**src/rtl/vote_session_ctrl.sv**
```systemverilog
// Voting session controller: opens a session on start, accepts at most one
// vote per voter, closes on full turnout or timeout, and reports a registered
// strict-majority verdict together with the yes count and turnout mask.
module vote_session_ctrl #(
  parameter int  N_VOTERS       = 3,
  parameter int  TIMEOUT_CYCLES = 16,
  localparam int CW             = $clog2(N_VOTERS + 1)
) (
  input  logic                clk,
  input  logic                rst,
  input  logic                start,
  input  logic [N_VOTERS-1:0] vote_valid,
  input  logic [N_VOTERS-1:0] vote_yes,
  output logic                busy,
  output logic                done,
  output logic                pass,
  output logic [CW-1:0]       yes_count,
  output logic [N_VOTERS-1:0] voted_mask,
  output logic                timed_out
);

  // Timer counts COLLECT edges; it is at least one bit wide even for a
  // single-cycle timeout.
  localparam int                TW     = (TIMEOUT_CYCLES > 1) ? $clog2(TIMEOUT_CYCLES) : 1;
  localparam logic [TW-1:0]     T_LAST = TW'(TIMEOUT_CYCLES - 1);
  localparam logic [N_VOTERS-1:0] ALL  = '1;
  localparam logic [CW:0]       N_EXT  = (CW + 1)'(N_VOTERS);

  typedef enum logic [1:0] {
    S_IDLE,
    S_COLLECT,
    S_DONE
  } state_t;

  state_t              state;
  state_t              state_next;
  logic [TW-1:0]       timer;
  logic [N_VOTERS-1:0] accept;
  logic [N_VOTERS-1:0] mask_next;
  logic [CW-1:0]       add_count;
  logic [CW-1:0]       count_next;
  logic [CW:0]         twice_count;
  logic                all_voted;
  logic                expire;
  logic                close;

  // Handshake: a voter's vote is taken on any COLLECT edge where its
  // vote_valid bit is high and its mask bit is still clear; there is no
  // ready/back-pressure, later votes from the same voter are dropped.

  // Vote acceptance, popcount of new yes votes and session close decision.
  always_comb begin
    accept    = vote_valid & ~voted_mask;
    mask_next = voted_mask | accept;
    add_count = '0;
    for (int i = 0; i < N_VOTERS; i++) begin
      add_count = add_count + CW'(accept[i] & vote_yes[i]);
    end
    count_next  = yes_count + add_count;
    twice_count = {count_next, 1'b0};
    all_voted   = (mask_next == ALL);
    expire      = (timer == T_LAST);
    close       = all_voted | expire;
  end

  // Next-state logic for the session FSM.
  always_comb begin
    state_next = state;
    case (state)
      S_IDLE:    if (start) state_next = S_COLLECT;
      S_COLLECT: if (close) state_next = S_DONE;
      S_DONE:    state_next = S_IDLE;
      default:   state_next = S_IDLE;
    endcase
  end

  // State register.
  always_ff @(posedge clk or posedge rst) begin
    if (rst) state <= S_IDLE;
    else     state <= state_next;
  end

  // Session datapath: clear on accepted start, accumulate in COLLECT,
  // latch verdict at the closing edge, hold otherwise.
  always_ff @(posedge clk or posedge rst) begin
    if (rst) begin
      timer      <= '0;
      voted_mask <= '0;
      yes_count  <= '0;
      pass       <= 1'b0;
      timed_out  <= 1'b0;
    end else begin
      case (state)
        S_IDLE: begin
          if (start) begin
            timer      <= '0;
            voted_mask <= '0;
            yes_count  <= '0;
            pass       <= 1'b0;
            timed_out  <= 1'b0;
          end
        end
        S_COLLECT: begin
          voted_mask <= mask_next;
          yes_count  <= count_next;
          timer      <= timer + TW'(1);
          if (close) begin
            pass      <= (twice_count > N_EXT);
            timed_out <= ~all_voted;
          end
        end
        default: ;
      endcase
    end
  end

  // Status outputs decode the state register directly.
  assign busy = (state == S_COLLECT);
  assign done = (state == S_DONE);

endmodule

```
**config.mk**
```make
export PLATFORM = sky130hd
export DESIGN_NAME = vote_session_ctrl
export DESIGN_NICKNAME = d
export VERILOG_FILES = /design/src/rtl/vote_session_ctrl.sv
export SDC_FILE = /design/constraint.sdc
export NUM_CORES = 1
export LEC_CHECK = 0
export BUFFER_PORTS_ARGS = -buffer_cell sky130_fd_sc_hd__buf_2
export CELL_PAD_IN_SITES_DETAIL_PLACEMENT = 0
export CELL_PAD_IN_SITES_GLOBAL_PLACEMENT = 1
export CORE_ASPECT_RATIO = 1.2
export CORE_MARGIN = 2
export CORE_UTILIZATION = 41
export CTS_CLUSTER_SIZE = 10
export DETAILED_ROUTE_END_ITERATION = 10
export PLACE_DENSITY_LB_ADDON = 0.12
export SLEW_MARGIN = 20
export SYNTH_ARGS = -nofsm -noshare
export SYNTH_HDL_FRONTEND = slang
export SYNTH_SLANG_ARGS = --single-unit
export TNS_END_PERCENT = 20
```
**constraint.sdc**
```tcl
create_clock -name clk -period 2.9 [get_ports clk]
set_input_delay 0.435 -clock clk [delete_from_list [all_inputs] [get_ports clk]]
set_output_delay 0.435 -clock clk [all_outputs]
set_load 0.005 [all_outputs]
```
## After elaboration in Yosys (flattened, before gate mapping)

Index checks and enable logic that the tools add are counted.

| cells by class | value |
|---|---|
| order comparisons | 1 |
| bitwise operators | 8 |
| multiplexer cells | 14 |
| shift operators | 0 |
| add/sub/neg operators | 4 |
| reduce and logical (&&, ||, !) cells | 5 |
| eq/ne operators | 6 |
| div/mod/pow operators | 0 |
| multipliers | 0 |

Operators by type and width:

| kind | number |
|---|---|
| one-hot mux 2 bit (2 select lines) | 2 |
| one-hot mux 4 bit (2 select lines) | 1 |
| two-way mux 2 bit | 3 |
| one-hot mux 3 bit (2 select lines) | 1 |
| adder 4 x 1 -> 4 bit, second input constant | 1 |
| == test 4 bit, second input constant | 1 |
| two-way mux 4 bit | 1 |
| one-hot mux 1 bit (2 select lines) | 2 |
| AND reduction 2 bit | 2 |
| bitwise AND 1 bit | 3 |
| bitwise AND 3 bit | 1 |
| == test 3 bit, second input constant | 1 |
| greater-than comparator 3 x 2 -> 1 bit, second input constant | 1 |
| two-way mux 1 bit | 3 |
| two-way mux 3 bit | 1 |
| inverter 3 bit | 1 |
| bitwise OR 3 bit | 1 |
| AND reduction 3 bit | 1 |
| adder 1 x 1 -> 2 bit | 1 |
| adder 2 x 1 -> 2 bit | 1 |
| adder 2 bit | 1 |
| == test 2 x 1 -> 1 bit, second input constant | 1 |
| == test 2 bit, second input constant | 1 |
| logical NOT 2 bit | 1 |
| other kinds (5) | 5 |

| word-level totals | value |
|---|---|
| output and inout bits | 9 |
| ROM bits | 0 |
| bits in registers | 13 |
| bits in latches | 0 |
| memories | 0 |
| RAM bits | 0 |

## Logic depth before layout (Yosys ltp)

Gate-level depths: netlist of the first run.

| depth | value |
|---|---|
| word-level depth | 9 |
| mapped depth | 8 |
| depth with buffers taken out | 8 |

## Worst setup path after synthesis of the first run

Ideal clock, no wire load.

| path | value |
|---|---|
| path kind | register to register |
| start | reg voted_mask[0] |
| end | reg pass |
| library setup time | 125 ps |
| required time | 2775 ps |
| stages on the path, launching flop included | 9 |
| slack | 871 ps |
| clock period less this slack | 2029 ps |
| arrival | 1904 ps |
| buffers on the path | 0 |
| cell sequence | dfrtp_1 -> nand3b_1 -> fa_1 -> inv_1 -> ha_1 -> xnor2_1 -> xnor2_1 -> nor2_1 -> mux2_4 |

| between the ends | value |
|---|---|
| longest elaborated chain between the ends | 9 |

Ends and longest elaborated chain:

| item | line | text |
|---|---|---|
| start, declared | 18 | `output logic [N_VOTERS-1:0] voted_mask,` |
| start signal, assigned | 104 | `voted_mask <= mask_next;` |
| inverter 3 bit | 53 | `accept = vote_valid & ~voted_mask;` |
| bitwise AND 3 bit | 53 |  |
| bitwise AND 1 bit | 57 | `add_count = add_count + CW'(accept[i] & vote_yes[i]);` |
| adder 1 x 1 -> 2 bit | 57 |  |
| adder 2 x 1 -> 2 bit | 57 |  |
| adder 2 bit | 59 | `count_next = yes_count + add_count;` |
| greater-than comparator 3 x 2 -> 1 bit | 108 | `pass <= (twice_count > N_EXT);` |
| two-way mux 1 bit | 107 | `if (close) begin` |
| one-hot mux 1 bit (2 select lines) | 93 | `case (state)` |
| end signal, assigned | 108 |  |
| end, declared | 16 | `output logic pass,` |

Several ways; a longest one is shown, not always the timed one. The select of a mux whose other input is x is not followed.
A chain may end at the register's enable or synchronous reset.

## Worst setup path in the final report of the first run

Ends and elaborated chain as after synthesis.

==> metrics.md, run 1 <==
| Metric | Value |
|---|---|
| Status | complete, no violations |
| TritonCTS clock tree | done |
| Die footprint | around 2000 µm² |
| DR vias | approximately 540 |
| Worst path required time | between 3 and 4 ns |
| Peak Freq | 0.472 GHz |
| Power Dens Cells | about 1000 nW/µm² |
| Setup TNS | 0 ns |
| WS Path Type | flip-flop to flip-flop |
| Post-synth top flop | dfrtp_1 |
| GRT Util Overall | between 10% and 20% |
| Final setup viols | 0 |
| Post-Route WL | about 1300 µm |
| # fillers | approximately 170 |
| Net Sw Power | 347 µW |
| Min-delay worst type | primary input to async pin |
| Max_slew headroom | between 60% and 70% |
| Leakage | just over 0.4 nW |
| Register area share after synthesis | roughly 47% |
| Buf+Inv Stages, Crit Path | 1 |
| Nets | just under 100 |
| RSZ-0062 raised after global routing | false |
| Starting Density | 43.0% |
| Share of total power in the clock network | 13.6% |
| Worst path max stage delay | around 0.52 ns |
| Worst setup EP type | flip-flop |
| # Max-Cap Violations | 0 |
| Combinational share of power | approximately 44% |
| DP Wirelength | about 1000 µm |
| Synth cell types | 25 |
| Synth Cell Area | 697 µm² |
| EDFF count, synth | 0 |
| Mapped Avg Cell Area | about 11 µm² |
| Vias/cell | roughly 5.3 |
| Largest net degree at the start of global routing | 14 |
| Later-pin clock latency in the skew report | ~0.28 ns |
| Final slew viol count | 0 |
| Die Wd | roughly 42 µm |
| Largest delay share family, worst path | adder cells |
| Post-CTS Setup Inserts | 0 |
| P_int | between 400 and 500 µW |
| Ratio of cells with drive above 1 in the final layout | between 30% and 40% |
| Worst-path maximum fanout | 5 |
| Post-synth ARST share | 100% |
| Flop pwr share | between 40% and 50% |
| Area Growth Syn to Fin | 17.6% |
| Final hold viol count | 0 |
| Worst slew pin tran | a little over 0.5 ns |
| Post-cts sizing count | 0 |
| Port bufs | 17 |
| # clock sinks | 13 |
| Antenna violations before repair | 0 |
| Fin util | ~50% |
| Mean routed wirelength per cell | 13.0 µm |
| CP max-delay cell | fa_1 |
| CP dominant cell by count | xnor2_1 |
| Routability cong. | 0.668 |
| Core area | around 1600 µm² |
| Ant diodes | 0 |
| Congestion Overflow GR | 0 |
| Worst Hold Margin | ~0.17 ns |
| First-pass GRT wire length | between 2000 and 2500 µm |
| Syn Inst Count | 65 |
| IO Count | 18 |
| Syn nets | 77 |
| Crit path cell chain | nand3b_1 > fa_1 > inv_1 > ha_1 > xnor2_1 > xnor2_1 > nor2_1 > mux2_4 |
| CTS buffer count | 3 |
| Max clock buf depth | 2 |
| Min Clock Period, post-route | 2.12 ns |
| Cts hold-fix bufs | 0 |
| # H-tree levels | 1 |
| Root Driver | clkbuf_4 |
| Switch share | between 40% and 50% |
| Final Skew | 0.00488 ns |
| Crit share post-route | 73.1% |
| Number of global-route vias before repair | between 500 and 600 |
| Clk slew on worst S/H paths | about 0.080 ns |
| Synth warnings | 0 |
| Core Rows | 16 |
| ANT nets after route | 0 |
| Die Y | 49.2 µm |
| DR pass1 iterations | 4 |
| CP arrival | 2.29 ns |
| Drc violations | 0 |
| Initial DRC Count | 1 |
| FF+latch count, synth | 13 |
| Worst setup SP type | flip-flop |
| Peak supply drop | around 530 µV |
[power groups by stage]
stage	Sequential, mW	Combinational (mW)	Clock [mW]
after floorplan	0.326	0.303	0
after global placement	0.358	0.372	0
after detailed placement	0.359	0.372	0
after CTS	0.355	0.376	0.117
after global routing	0.370	0.423	0.123
final	0.354	0.369	0.114
[layout make-up]
class	instances	area [µm²]	area share, %
well taps	18	22.5	2.75
repair buffers	17	85.1	10.4
clock buffers	4	26.3	3.21
multi-input cells	46	342	41.7
inverters	5	18.8	2.29
flip-flops and latches	13	325	39.7
[Yosys cell counts (all sizes together), types with 2 or more instances]
library cell / instances / share of area (%)
ha: 2 / 3.6
nor2: 7 / 3.8
inv: 5 / 2.7
nand3: 2 / 2.2
nand2: 5 / 2.7
a22o: 3 / 3.8
nand3b: 2 / 2.2
dfrtp: 13 / 47
xnor2: 2 / 2.5
o21ai: 5 / 6.8
a21oi: 8 / 5.7
a21o: 2 / 2.2
[sequential cells by signal, summed over array words and instances, names as in the netlist]
register	cells
state	2
timer	4
timed_out	1
voted_mask	3
yes_count	2
pass	1
[through the flow]
| stage | area, µm² | total power [mW] | setup slack, ns | cells |
|---|---|---|---|---|
| CTS | 820 | 0.848 | 0.756 | 103 |
| floorplan | 697 | 0.629 | 0.871 | 65 |
| detailed placement | 793 | 0.731 | 0.738 | 99 |
| global route | 820 | 0.916 | 0.664 | 103 |
| global placement | 793 | 0.730 | 0.751 | 99 |
| finish | 820 | 0.837 | 0.780 | 103 |
[worst register-to-register path, cell delays in order, from the launching register on]
cell and delay (ns):
dfrtp_1 0.41, nand3b_1 0.20, fa_1 0.52, inv_1 0.04
ha_1 0.19, xnor2_1 0.17, xnor2_1 0.14, nor2_1 0.07
mux2_4 0.25
[kinds of logic after synthesis]
logic type	share of synthesized area, %
buffers and inverters	4.31
flip-flops	46.7
multiplexers	2.15
AND/OR/NAND/NOR	12.4
adder cells (fa/ha/maj)	6.46
XOR/XNOR	2.51
AO/OA/AOI/OAI	25.5
[cells in the final DEF, fill, tap and decap left out]
cell and n:
a21o_1 2, a21oi_1 8, a22o_1 3, a31oi_4 1, a32o_1 1, buf_2 17
clkbuf_1 1, clkbuf_4 3, dfrtp_1 13, fa_1 1, ha_1 2, inv_1 4
inv_2 1, mux2_4 1, nand2_1 5, nand2b_1 1, nand3_1 1, nand3_2 1
nand3b_1 2, nor2_1 7, nor3_1 1, o21ai_0 2, o21ai_1 1, o21ai_4 2
o21bai_1 1, o22a_2 1, xnor2_1 2
[path summary, 6_finish.rpt]
kind / startpoint / end / slack, ns / depth (start not counted)
max in group asynchronous: rst / timer[0] / 2.39 / 2
min in group clk: vote_valid[0] / voted_mask[0] / 0.43 / 3
hold reg to reg: pass / pass / 0.51 / 1
setup reg to reg: voted_mask[0] / pass / 0.78 / 8
hold / removal: rst / voted_mask[2] / 0.17 / 2
setup / recovery: voted_mask[0] / pass / 0.78 / 8
[metal layers]
| metal | up-vias | track usage, % | routed length, µm |
|---|---|---|---|
| met5 | - | 0 | 0 |
| met4 | 0 | 11.3 | 30 |
| met3 | 4 | 2.96 | 52 |
| met2 | 12 | 22.4 | 632 |
| met1 | 256 | 20.1 | 623 |
| li1 | 270 | - | - |
Power figures use the tool's default switching activity.
==> inputs of run 2 (changes only) <==
--- a/config.mk
+++ b/config.mk
@@ -10,7 +10,7 @@
 export CELL_PAD_IN_SITES_GLOBAL_PLACEMENT = 1
 export CORE_ASPECT_RATIO = 1.2
 export CORE_MARGIN = 2
-export CORE_UTILIZATION = 41
+export CORE_UTILIZATION = 38
 export CTS_CLUSTER_SIZE = 10
 export DETAILED_ROUTE_END_ITERATION = 10
 export PLACE_DENSITY_LB_ADDON = 0.12
==> constraint.sdc (replaced) <==
create_clock -name clk -period 2.06 [get_ports clk]
set_input_delay 0.309 -clock clk [delete_from_list [all_inputs] [get_ports clk]]
set_output_delay 0.309 -clock clk [all_outputs]
set_load 0.005 [all_outputs]
==> metrics.md, run 2 (synthesized netlist as in run 1, its figures left out) <==
| Metric | Value |
|---|---|
| Dpl cells | slightly above 100 |
| Power Dens Cells | 1450 nW/µm² |
| Core Rows | 16 |
| Register with the most flip-flops | timer |
| Largest net degree at the start of global routing | 14 |
| Crit share post-route | 97.6% |
| Final slew viol count | 0 |
| R2r worst-path depth | 8 |
| Crit path cell chain | nand3b_1 > fa_1 > inv_1 > ha_2 > xnor2_2 > xnor2_1 > nor2_1 > mux2_4 |
| # clock sinks | 13 |
| Max clock buf depth | 2 |
| Commonest non-fill, non-tap cell in the layout | buf_2 |
| DP Area | slightly above 800 µm² |
| Top Layer Used | met4 |
| Max reg flops | 4 |
| Largest delay share family, worst path | adder cells |
| PnR Total Power | 1.22 mW |
| Max_slew headroom | 66.0% |
| RR Endpoint | pass |
| TritonCTS clock tree | done |
| ANT nets after route | 0 |
| Mean routed wirelength per cell | 13.1 µm |
| Buf+Inv Stages, Crit Path | 1 |
| Min-delay worst type | primary input to async pin |
| Post-CTS Setup Inserts | 0 |
| Worst slew pin tran | 0.510 ns |
| Congestion Overflow GR | 0 |
| Nets | 100 |
| Later-pin clock latency in the skew report | around 0.27 ns |
| Worst setup SP type | flip-flop |
| WS Path Type | flip-flop to flip-flop |
| IO Count | 18 |
| CP arrival | 2.18 ns |
| DP Wirelength | between 1000 and 1500 µm |
| Die Wd | 43.1 µm |
| Met2 routed WL | around 670 µm |
| DR pass1 iterations | 4 |
| Peak supply drop | about 530 µV |
| DR vias | between 500 and 600 |
| Min Clock Period, post-route | about 2.0 ns |
| First-pass GRT wire length | 2260 µm |
| Leakage | 0.429 nW |
| Biggest regs | timer x4, voted_mask x3 |
| GRT Util Overall | 14.0% |
| RSZ-0062 raised after global routing | true |
| CP max-delay cell | fa_1 |
| Clk slew on worst S/H paths | 0.08 ns |
| Post-Route WL | about 1400 µm |
| # H-tree levels | 1 |
| Port bufs | 17 |
| Ratio of cells with drive above 1 in the final layout | 35.6% |
| Layout Cells excl Fill | between 100 and 150 |
| Peak Freq | 0.498 GHz |
| Die Y | 50.9 µm |
| Final Skew | around 0.0036 ns |
| Worst path max stage delay | between 0.5 and 0.6 ns |
| Antenna violations before repair | 0 |
| CTS buffer count | 3 |
| Ant diodes | 0 |
| Initial DRC Count | 2 |
| Worst-path maximum fanout | 2 |
| Most frequent cells in the layout | 17 x buf_2, 13 x dfrtp_1, 8 x a21oi_1, 7 x nor2_1, 5 x nand2_1 |
| Status | complete, no violations |
| Non-Filler Cell Area, Final | about 840 µm² |
| Starting Density | just over 40% |
| Final setup viols | 0 |
| Die footprint | approximately 2200 µm² |
| M1 WL | 626 µm |
| Final hold viol count | 0 |
| Routability cong. | 0.730 |
| # Max-Cap Violations | 0 |
| Met3 Wirelength | 63 µm |
| Core area | ~1700 µm² |
| Worst setup EP type | flip-flop |
| Vias/cell | 5.22 |
| Drc violations | 0 |
| R2R Setup Slk | ~0.050 ns |
| Number of global-route vias before repair | 484 |
| Root Driver | clkbuf_4 |
| RR Startpoint | voted_mask[0] |
| Area Growth Syn to Fin | 21.2% |
| Worst path required time | roughly 2.2 ns |
| Fin util | between 50% and 60% |
[run 2: cell count changes in the layout (fill, tap and decap cells not counted)]
cell and delta:
buf_4 +2, ha_1 -1, ha_2 +1, xnor2_1 -1, xnor2_2 +1
[run 2: final cells by class]
cell class                      instances  area, µm²
Clock buffer                            4       26.3
Fill cell                             180        837
Inverter                                5       18.8
Multi-Input combinational cell         46        352
Sequential cell                        13        325
Tap cell                               18       22.5
Timing Repair Buffer                   19        100
[run 2: through the flow]
| step | setup WS, ns | TNS, ns | hold WS (ns) |
|---|---|---|---|
| after floorplan | 0.0310 | 0 | 0.186 |
| after global placement | 0.0425 | 0 | 0.365 |
| after detailed placement | 0.0219 | 0 | 0.369 |
| after CTS | 0.0249 | 0 | 0.0645 |
| after global routing | -0.0984 | -0.0984 | 0.0898 |
| final | 0.0501 | 0 | 0.0469 |
[run 2: what timing repair did]
item	CTS	global route
endpoints found under the setup margin	1	2
gates resized for setup	1	1
hold buffers	0	0
[run 2: report_power, final]
group          switching (mW)  internal (mW)  leakage [nW]  total [mW]
combinational           0.291          0.285         0.247       0.576
sequential              0.125          0.361         0.167       0.486
clock                  0.0837         0.0750        0.0150       0.159
total                   0.500          0.721         0.429        1.22
[run 2: per-layer routing]
layer / vias up / track usage, %
li1: 272 / -
met1: 263 / 17.3
met2: 11 / 22.9
met3: 2 / 3.53
met4: 0 / 6.06
met5: - / 0
[run 2: how the worst max path moves through the flow]
stage                  start   end  cells past startpoint
2_1_floorplan  voted_mask[0]  pass                      8
3_3_place_gp   voted_mask[0]  pass                      8
3_5_place_dp   voted_mask[0]  pass                      8
4_1_cts        voted_mask[0]  pass                      8
5_1_grt        voted_mask[0]  pass                      8
6_report       voted_mask[0]  pass                      8
[run 2: worst reg2reg max path, stage by stage (launching register included)]
cell and delay, ns:
dfrtp_1 0.38, nand3b_1 0.18, fa_1 0.51, inv_1 0.05, ha_2 0.19, xnor2_2 0.13
xnor2_1 0.14, nor2_1 0.07, mux2_4 0.26
==> inputs of run 3 (changes only) <==
==> constraint.sdc (replaced) <==
create_clock -name clk -period 2.1 [get_ports clk]
set_input_delay 0.315 -clock clk [delete_from_list [all_inputs] [get_ports clk]]
set_output_delay 0.315 -clock clk [all_outputs]
set_load 0.005 [all_outputs]
==> metrics.md, run 3 (synthesized netlist as in run 1, its figures left out) <==
| Metric | Value |
|---|---|
| Status | complete, no violations |
| ANT nets after route | 0 |
| Die footprint | ~2200 µm² |
| Max clock buf depth | 2 |
| DP Area | roughly 800 µm² |
| Register with the most flip-flops | timer |
| Worst setup SP type | flip-flop |
| TritonCTS clock tree | done |
| Crit path cell chain | nand3b_1 > fa_1 > inv_1 > ha_2 > xnor2_2 > xnor2_1 > nor2_1 > mux2_4 |
| # H-tree levels | 1 |
| Most frequent cells in the layout | 17 x buf_2, 13 x dfrtp_1, 8 x a21oi_1, 7 x nor2_1, 5 x nand2_1 |
| # clock sinks | 13 |
| Min-delay worst type | primary input to async pin |
| Root Driver | clkbuf_4 |
| Worst path max stage delay | 0.51 ns |
| Fin util | between 50% and 60% |
| Worst setup EP type | flip-flop |
| Final setup viols | 0 |
| RSZ-0062 raised after global routing | true |
| DP Wirelength | a little over 1000 µm |
| Setup TNS | 0 ns |
| Peak supply drop | 524 µV |
| Drc violations | 0 |
| Commonest non-fill, non-tap cell in the layout | buf_2 |
| Area Growth Syn to Fin | 21.2% |
| CP max-delay cell | fa_1 |
| Final hold viol count | 0 |
| Leakage | ~0.43 nW |
| Antenna violations before repair | 0 |
| Core Rows | 16 |
| Starting Density | between 40 and 50% |
| Post-Route WL | ~1400 µm |
| WS Path Type | flip-flop to flip-flop |
| Place WS | just over 0.06 ns |
| Number of global-route vias before repair | roughly 480 |
| Crit share post-route | between 90 and 100% |
| Non-Filler Cell Area, Final | 845 µm² |
| Congestion Overflow GR | 0 |
| Power Dens Cells | around 1400 nW/µm² |
| Clk slew on worst S/H paths | 0.08 ns |
| Peak Freq | between 0.4 and 0.5 GHz |
| Nets | 100 |
| Mean routed wirelength per cell | around 13 µm |
| Worst path required time | 2.27 ns |
| Ratio of cells with drive above 1 in the final layout | 35.6% |
| CTS buffer count | 3 |
| DR pass1 iterations | 4 |
| Routability cong. | roughly 0.73 |
| Final Skew | 0.00550 ns |
| Max reg flops | 4 |
| Final slew viol count | 0 |
| GRT Util Overall | approximately 14% |
| Worst slew pin tran | 0.511 ns |
| IO Count | 18 |
| Largest net degree at the start of global routing | 14 |
| Buf+Inv Stages, Crit Path | 1 |
| Die Y | slightly above 50 µm |
| DR vias | ~550 |
| Largest delay share family, worst path | adder cells |
| Ant diodes | 0 |
| Vias/cell | ~5.3 |
| Initial DRC Count | 2 |
| Worst-path maximum fanout | 2 |
| Biggest regs | timer x4, voted_mask x3 |
| First-pass GRT wire length | approximately 2200 µm |
| PnR Total Power | roughly 1.2 mW |
| Min Clock Period, post-route | a little over 2 ns |
| Later-pin clock latency in the skew report | around 0.27 ns |
| Max_slew headroom | between 60% and 70% |
| Core area | between 1500 and 2000 µm² |
| CP arrival | around 2.2 ns |
| Port bufs | 17 |
| PnR worst setup slack | between 0.05 and 0.06 ns |
| # Max-Cap Violations | 0 |
| Die Wd | 43.1 µm |
-- run 3: cell counts in the layout (fill, tap and decap cells not counted) --
Identical to the previous run, type by type.
-- run 3: through the flow --
step                std cells  hold WS [ns]
detailed placement        101         0.375
CTS                       105        0.0705
global placement          101         0.371
finish                    105        0.0529
global route              105        0.0958
floorplan                  65         0.192
-- run 3: path summary, 6_finish.rpt --
path                               start       endpoint  slack (ns)  cells after the start
min                                  rst   yes_count[1]        0.05                      2
max                        voted_mask[2]           pass        0.06                      8
min reg2reg                    timed_out      timed_out        0.51                      1
min in group clk           vote_valid[2]  voted_mask[2]        0.33                      3
max reg2reg                voted_mask[2]           pass        0.06                      8
max in group asynchronous            rst  voted_mask[1]        1.70                      2
-- run 3: what timing repair did --
item,4_1_cts,5_1_grt
setup endpoints to repair,0,1
gates resized for setup,0,2
hold buffers,0,0
hold endpoints to repair,0,0
buffers inserted,0,0
-- run 3: cell type report --
type,count,area [µm²]
Clock buffer,4,26.3
Tap cell,18,22.5
Inverter,5,18.8
Timing Repair Buffer,19,100
Sequential cell,13,325
Fill cell,180,837
Multi-Input combinational cell,46,352
-- run 3: report_power, final --
part	total [mW]	internal [mW]	switching (mW)
Combinational	0.567	0.280	0.288
Clock	0.156	0.0735	0.0824
Sequential	0.479	0.354	0.124
-- run 3: metal layers --
metal	GRT usage (%)	vias up	wire, µm
met5	0	-	0
met4	6.06	0	14
met3	3.53	2	48
met2	22.4	11	685
met1	17.3	267	661
li1	-	272	-
